--- src/rtl/jtag_reg_ctrl.sv ---
// jtag_reg_ctrl: register-access controller behind ECP5 JTAG user chain 2 (ER2).
//
// Each DR scan carries one frame, sent LSB first:
//   [0] = rw (1 = write), [ADDR_W:1] = addr, [SHIFT_W-1:ADDR_W+1] = data.
// When JUPDATE is seen, the controller checks the frame. A good frame causes one
// single-cycle bus write or read on the following cycle. The next capture loads
// the status word {rd_hold, last_addr, err} into the shift register, so the host
// reads it back on its next scan.
//
// Optional feature (compile-time macro JTAG_AUTOINC_EN):
//   When the macro is defined, the all-ones address field is reserved.
//   It selects last_addr + 1, which wraps from NUM_REGS-1 back to 0.
//   This needs NUM_REGS < 2**ADDR_W.
//   When the macro is undefined, all-ones is an ordinary address and is
//   range-checked like any other.
//
// Ports:
//   JTCK       in   JTAG clock, the only clock
//   JRSTN      in   asynchronous active-low reset
//   JTDI       in   serial data in
//   JSHIFT     in   shift-DR active
//   JUPDATE    in   update-DR strobe
//   JCE2       in   chain-2 enable (capture when !JSHIFT, shift when JSHIFT)
//   JTD2       out  serial data out, always shift_reg[0]
//   bus_we     out  one-cycle write strobe
//   bus_re     out  one-cycle read strobe
//   bus_addr   out  register address, held until the next operation
//   bus_wdata  out  write data, held until the next operation
//   bus_rdata  in   read data from the bank, valid while bus_re is high
module jtag_reg_ctrl #(
    parameter int unsigned ADDR_W   = 4,
    parameter int unsigned DATA_W   = 8,
    parameter int unsigned NUM_REGS = 12
) (
    input  logic              JTCK,
    input  logic              JRSTN,
    input  logic              JTDI,
    input  logic              JSHIFT,
    input  logic              JUPDATE,
    input  logic              JCE2,
    output logic              JTD2,
    output logic              bus_we,
    output logic              bus_re,
    output logic [ADDR_W-1:0] bus_addr,
    output logic [DATA_W-1:0] bus_wdata,
    input  logic [DATA_W-1:0] bus_rdata
);

    localparam int unsigned SHIFT_W = DATA_W + ADDR_W + 1;
    localparam int unsigned CNT_W   = $clog2(SHIFT_W + 2);

    localparam logic [CNT_W-1:0]  CntFull   = CNT_W'(SHIFT_W);
    localparam logic [CNT_W-1:0]  CntSat    = CNT_W'(SHIFT_W + 1);
    localparam logic [ADDR_W:0]   NumRegsW  = (ADDR_W + 1)'(NUM_REGS);
    localparam logic [ADDR_W-1:0] LastRegA  = ADDR_W'(NUM_REGS - 1);

    typedef enum logic [1:0] {
        StIdle,
        StScan,
        StExec
    } state_e;

    state_e              state;
    logic [SHIFT_W-1:0]  shift_reg;
    logic [CNT_W-1:0]    bit_cnt;
    logic                cmd;        // rw of the operation in EXEC
    logic [DATA_W-1:0]   rd_hold;
    logic [ADDR_W-1:0]   last_addr;
    logic                err;

    // Frame decode from the pre-edge shift register
    logic                frame_rw;
    logic [ADDR_W-1:0]   frame_addr;
    logic [DATA_W-1:0]   frame_data;
    logic [ADDR_W-1:0]   eff_addr;
    logic                addr_ok;
    logic                capture;
    logic                shift;
    logic                upd_live;
    logic                upd_ok;
    logic                set_err;

    assign frame_rw   = shift_reg[0];
    assign frame_addr = shift_reg[ADDR_W:1];
    assign frame_data = shift_reg[SHIFT_W-1:ADDR_W+1];

    always_comb begin
        eff_addr = frame_addr;
`ifdef JTAG_AUTOINC_EN
        if (frame_addr == '1) begin
            eff_addr = (last_addr == LastRegA) ? '0 : last_addr + 1'b1;
        end
`endif
    end

    assign addr_ok  = ({1'b0, eff_addr} < NumRegsW);
    assign capture  = JCE2 & ~JSHIFT;
    assign shift    = JCE2 & JSHIFT;
    // An update that arrives while EXEC is in progress is dropped and flagged.
    assign upd_live = JUPDATE && (state != StExec);
    assign upd_ok   = upd_live && (bit_cnt == CntFull) && addr_ok;
    assign set_err  = (JUPDATE && (state == StExec)) || (upd_live && !upd_ok);

    assign JTD2 = shift_reg[0];

    always_ff @(posedge JTCK or negedge JRSTN) begin
        if (!JRSTN) begin
            state     <= StIdle;
            shift_reg <= '0;
            bit_cnt   <= '0;
            cmd       <= 1'b0;
            rd_hold   <= '0;
            last_addr <= '0;
            err       <= 1'b0;
            bus_we    <= 1'b0;
            bus_re    <= 1'b0;
            bus_addr  <= '0;
            bus_wdata <= '0;
        end else begin
            bus_we <= 1'b0;
            bus_re <= 1'b0;

            // End of the EXEC cycle: commit the result of the bus operation.
            if (state == StExec) begin
                last_addr <= bus_addr;
                if (!cmd) begin
                    rd_hold <= bus_rdata;
                end
            end

            if (capture) begin
                shift_reg <= {rd_hold, last_addr, err};
                bit_cnt   <= '0;
            end else if (shift) begin
                shift_reg <= {JTDI, shift_reg[SHIFT_W-1:1]};
                if (bit_cnt != CntSat) begin
                    bit_cnt <= bit_cnt + 1'b1;
                end
            end

            // Capture clears err (read-to-clear); a new error on the same edge wins.
            err <= (err & ~capture) | set_err;

            if (upd_ok) begin
                bus_addr  <= eff_addr;
                bus_wdata <= frame_data;
                cmd       <= frame_rw;
                bus_we    <= frame_rw;
                bus_re    <= ~frame_rw;
                state     <= StExec;
            end else if (capture) begin
                state <= StScan;
            end else if ((state == StExec) || upd_live) begin
                state <= StIdle;
            end
        end
    end

endmodule
--- config.mk ---
export PLATFORM = sky130hd
export DESIGN_NAME = jtag_reg_ctrl
export DESIGN_NICKNAME = d
export VERILOG_FILES = /design/src/rtl/jtag_reg_ctrl.sv
export SDC_FILE = /design/constraint.sdc
export NUM_CORES = 1
export LEC_CHECK = 0
export ABC_AREA = 1
export CAP_MARGIN = 0
export CORE_ASPECT_RATIO = 1.2
export CORE_MARGIN = 2
export CORE_UTILIZATION = 32
export CTS_CLUSTER_DIAMETER = 40
export DETAILED_ROUTE_END_ITERATION = 16
export PLACE_DENSITY = 0.47
export SYNTH_ARGS = -nofsm -noshare
export SYNTH_HDL_FRONTEND = slang
export SYNTH_SLANG_ARGS = --single-unit
--- constraint.sdc ---
create_clock -name JTCK -period 1.46 [get_ports JTCK]
set_input_delay 0.365 -clock JTCK [delete_from_list [all_inputs] [get_ports JTCK]]
set_output_delay 0.365 -clock JTCK [all_outputs]
set_load 0.005 [all_outputs]
# Yosys cells after proc, flatten, opt, wreduce, memory -nomap -nowiden
# Cells that the tools add are included.
totals:
  elab_cells: 48
  reg_bits: 47
  out_inout_bits: 15
  inputBits: 14
op_classes:
  bitwise_logic: 8
  reduce_logical: 13
  eq_ne: 4
  n_addsub: 1
  n_mux: 10
  order_cmp: 1
op_table:
  columns: ["operator", "count"]
  rows:
  - ["13-bit two-way mux", 2]
  - ["4-bit two-way mux", 3]
  - ["2-bit two-way mux", 3]
  - ["1-bit logical AND", 5]
  - ["4-bit by 1-bit adder with 4-bit output (second input constant)", 1]
  - ["4-bit equality test (second input constant)", 1]
  - ["4-bit < comparator (second input constant)", 1]
  - ["4-bit inequality test (second input constant)", 1]
  - ["1-bit inverter", 4]
  - ["2-bit AND reduction", 2]
  - ["2-bit nonzero test", 2]
  - ["1-bit bitwise AND", 3]
  - ["3-bit nonzero test", 1]
  - ["2-bit equality test (second input constant)", 1]
  - ["1-bit logical OR", 2]
  - ["1-bit two-way mux", 2]
  - ["2-bit inequality test (second input constant)", 1]
  - ["1-bit logical NOT", 1]
  - ["1-bit OR", 1]

# Depth between registers and ports, before layout
depth:
  ltp_word: 8
  mapped_depth: 8
  mapped_depth_nobuf: 8

# Least setup slack after synthesis
# No wires, ideal clock.
synth_path:
  path_type: "register -> register"
  start: "register bit_cnt[1]"
  end: "register bus_addr[0]"
  t_arrival_ns: 1.105
  stages_incl_launch_ff: 9
  required_ns: 1.342
  path_slack_ns: 0.237
  path_buffers: 1
  setup_time_ns: 0.118
  period_less_slack_ns: 1.223
  cell_sequence: "dfrtp_1 -> inv_1 -> ha_1 -> nand2_1 -> nor2_4 -> nand2_2 -> buf_6 -> nand2_2 -> o21ai_2"
synth_via:
  elab_chain_len: 3
synth_rtl:
  columns: ["item", "line_no", "rtl"]
  rows:
  - ["start: declaration", "65", "logic [CNT_W-1:0] bit_cnt;"]
  - ["start signal: assignment", "137", "bit_cnt <= bit_cnt + 1'b1;"]
  - ["4-bit equality test", "101", "assign upd_ok = upd_live && (bit_cnt == CntFull) && addr_ok;"]
  - ["1-bit logical AND (2 in series)", "101", null]
  - ["end signal: assignment", "145", "bus_addr <= eff_addr;"]
  - ["end: declaration", "44", "output logic [ADDR_W-1:0] bus_addr,"]
# No other way between the ends.
# A chain may end at the register's enable or synchronous reset.

# Worst setup path in the final report
layout_path:
  start: "register bit_cnt[1]"
  end: "register bus_wdata[5]"
layout_via:
  elab_chain_len: 3
layout_rtl:
  columns: ["item", "line_no", "rtl"]
  rows:
  - ["4-bit equality test", "101", null]
  - ["1-bit logical AND (2 in series)", "101", null]
  - ["end signal: assignment", "146", "bus_wdata <= frame_data;"]
  - ["end: declaration", "45", "output logic [DATA_W-1:0] bus_wdata,"]
# No other way between the ends.

==> results summary <==
In this run switching power makes up 23.77% of total power. The global placement routability congestion came out at 0.7231. The most repeated library cell on the critical path is nand2_2.

The worst clock skew is 0.004877 ns. The tool flagged a number of max-cap violations equal to 0. The internal power summed over all cells is 2.002 mW. The maximum number of buffers from clock root to sink is 2. The relative slew slack is 81.65%. The number of flip-flops under the largest register name came out at 13. The worst register-to-register path begins at bit_cnt[1]. From bottom edge to top edge, the die measures 92.31 microns. The family with the most delay on the worst path is flip-flops. Setup violations remaining at the end of the flow were counted as 0. Across all layers, the routed design uses 1526 vias.

The top-level port count is 29. The clock insertion delay at the later pin of the skew report is 0.30 ns. The analysis attributes to cell leakage a power of 1.330 nW. The number of buffers and inverters on the critical path is 2. The number of stages on the worst setup path came out at 8. The slowest stage of the critical path is the dfrtp_1 cell. The wire length after detailed routing is 4.137 mm. Cells with a size suffix above 1 make up 24.72% of the layout. The required time of the critical path came out at 1.65 ns. The signed area change from the synthesized netlist to the final layout came out at 29.48%. The remaining antenna violation count after routing is 0. The number of antenna violations at the first check in global routing is 0. The synthesized netlist contains 23 unique library cells.

The area inside the core boundary is 0.006366 sq mm. The final core utilization came out at 42.30%. The count of final max-slew check failures came out at 0. The count of buffers inserted at the top-level ports is 28.

The number of clock buffers added by TritonCTS is 5. For the worst flop-to-flop path, the logic depth is 8. Before CTS, the worst setup slack after placement is -0.1136 ns. The flop-to-flop setup slack came out at 0.12 ns. Synthesis handed over a netlist of 218 instances. The average detailed-routed wire length per instance came out at 11.75 microns. The share of the cycle needed by the critical path after routing came out at 91.45%. The number of iterations in the first detailed-routing pass is 5. The design draws 2.626 mW. The leading cell type in the layout, fill and taps excluded is dfrtp_1. Of the total power, combinational logic draws 11.3%. The total count of hold-check failures in the final report is 0. The initial utilization of the core area, before any placement, comes to 32.67%.

The worst path arrival time is 1.53 ns. For this run, the top clock speed supported by timing is 749.0 MHz. The library cells used most frequently in the layout, excluding fill and tap cells, are dfrtp_1 (47), nand2_1 (43), buf_4 (20).

The number of global-route vias before repair is 1592. By startpoint and endpoint, the worst setup path is classified as register to register. For the final routed database, the setup TNS stands at 0 ns.

The tightest min-delay check is of the input port to async pin type. Hold repair after CTS inserted 0 buffers. In this run the clock root is driven by a clkbuf_8.

The total die area came out at 0.007162 sq mm. After detailed routing, the number of remaining DRC violations is 0. The register clock-pin slew on the reported worst setup and hold paths is 0.08 ns. The largest fanout of any net on the critical path is 26.

In the global route stage, overall resource usage came out at 13.60%. For this design the total switching power over the nets is 624.3 uW. Entering global routing, the biggest net connects 48 pins.

The endpoint identified for the worst register-to-register timing path is bus_wdata[5]. For this run the aggregate overflow at the end of global routing stands at 0. The worst setup path is launched from a register. STA classifies the critical path endpoint as a register. Of the total power, the clock network draws 35.1%. The run finished with clean final reports.

The sequential fraction of the synthesis area came out at 56.56%. The H-tree generated during clock tree synthesis spans 2 levels. The first routing iteration left 72 violations. For the pin with the worst max-slew slack, the measured transition is 0.2746 ns. Setup repair after global routing left no endpoint under its margin. The least setup slack across all paths after layout came out at 0.1249 ns. The half-perimeter wire length after detailed placement is 2.845 mm. Once layout is complete, the cells apart from fillers number 352. The final layout contains 284 nets. Counting I/O delays and the setup requirement, the final critical path takes 1.335 ns. Walking the worst path, the cells encountered are inv_1 > ha_1 > nand2_1 > nor2_4 > nand2_2 > buf_12 > nand2_2 > o21ai_2. The clock tree from TritonCTS is done. The instance count after placement with tap cells included came out at 333. The sequential share of power is 53.7%. The horizontal die dimension came out at 77.59 microns. The number of nets in the synthesized netlist is 235.

CTS saw 47 sinks. The number of placement rows is 32. Across the VDD grid, the largest voltage drop is 0.4226 mV. The number of warnings reported in the yosys synthesis log is 0. The antenna diode instance count is 0. The combined area of all synthesized cells is 0.002079 sq mm. The global-route wire length before repair is 7.631 mm. The worst stage delay on the critical path is 0.44 ns.

The vias per cell is 4.335. For this design the ratio of total power to cell area is 975.3 mW/mm^2. The register bit total from synthesis is 47.

The final-layout fill cell count came out at 654. The synthesized area divided by synthesized cell count is 9.539 sq um.
## cell usage after synthesis, drive strengths merged
cell type / instances / area share [%]
or2: 1 / 0.30
a21oi: 14 / 3.5
a22oi: 1 / 0.36
nand3: 11 / 2.6
dfrtp: 47 / 57
nand4: 1 / 0.30
xor2: 1 / 0.42
o21ai: 43 / 13
buf: 7 / 2.6
clkbuf: 2 / 0.42
nand2: 58 / 12
nor2: 6 / 1.9
inv: 23 / 4.2
ha: 3 / 1.8
## stage by stage
| step | cell area, sq um | hold WS (ns) |
|---|---|---|
| 2_1_floorplan | 2079 | 0.06941 |
| 3_3_place_gp | 2519 | 0.3738 |
| 3_5_place_dp | 2519 | 0.3702 |
| 4_1_cts | 2693 | 0.03953 |
| 5_1_grt | 2693 | 0.04770 |
| 6_report | 2693 | 0.03298 |
## power groups by stage
stage | Clock [mW] | Combinational [mW] | Sequential (mW)
floorplan | 0 | 0.147 | 1.43
global placement | 0 | 0.291 | 1.44
detailed placement | 0 | 0.292 | 1.44
CTS | 0.959 | 0.303 | 1.41
global route | 1.03 | 0.343 | 1.42
finish | 0.921 | 0.295 | 1.41
## routing by layer
metal  track usage [%]  share of wire (%)
met4             4.911                1.6
met5                 0                  0
met1             18.89                 50
met3             3.606                5.0
met2             20.40                 44
## area by class of cell
cell class | count | area (sq um) | share of cell area (%)
Sequential cell | 47 | 1176 | 43.68
Multi-Input combinational cell | 139 | 754.5 | 28.02
Timing Repair Buffer | 51 | 466.7 | 17.33
Tap cell | 85 | 106.4 | 3.950
Inverter | 23 | 86.33 | 3.206
Clock buffer | 6 | 72.57 | 2.695
Clock inverter | 1 | 30.03 | 1.115
## how the worst max path moves through the flow
stage	startpoint	endpoint	slack, ns
CTS	bus_addr[2]	bus_addr[2]	0.10
global route	bit_cnt[1]	bus_wdata[0]	0.01
detailed placement	JSHIFT	bit_cnt[1]	-0.11
finish	bit_cnt[1]	bus_wdata[5]	0.12
global placement	JCE2	bit_cnt[3]	-0.09
floorplan	bit_cnt[1]	bus_addr[0]	0.24
## timing repair
item	4_1_cts	5_1_grt
resized for setup	15	0
endpoints found under the setup margin	15	0
buffers inserted	12	0
## logic make-up (layout without fill, tap and decap cells)
family                   Yosys count  count (layout)  synth area share [%]
AO/OA/AOI/OAI                     58              58                 16.61
flip-flops                        47              47                 56.56
XOR/XNOR                           1               1                0.4213
adder cells (fa/ha/maj)            3               3                 1.805
AND/OR/NAND/NOR                   77              77                 17.45
buffers and inverters             32              81                 7.159
(Power assumes the default switching activity.)
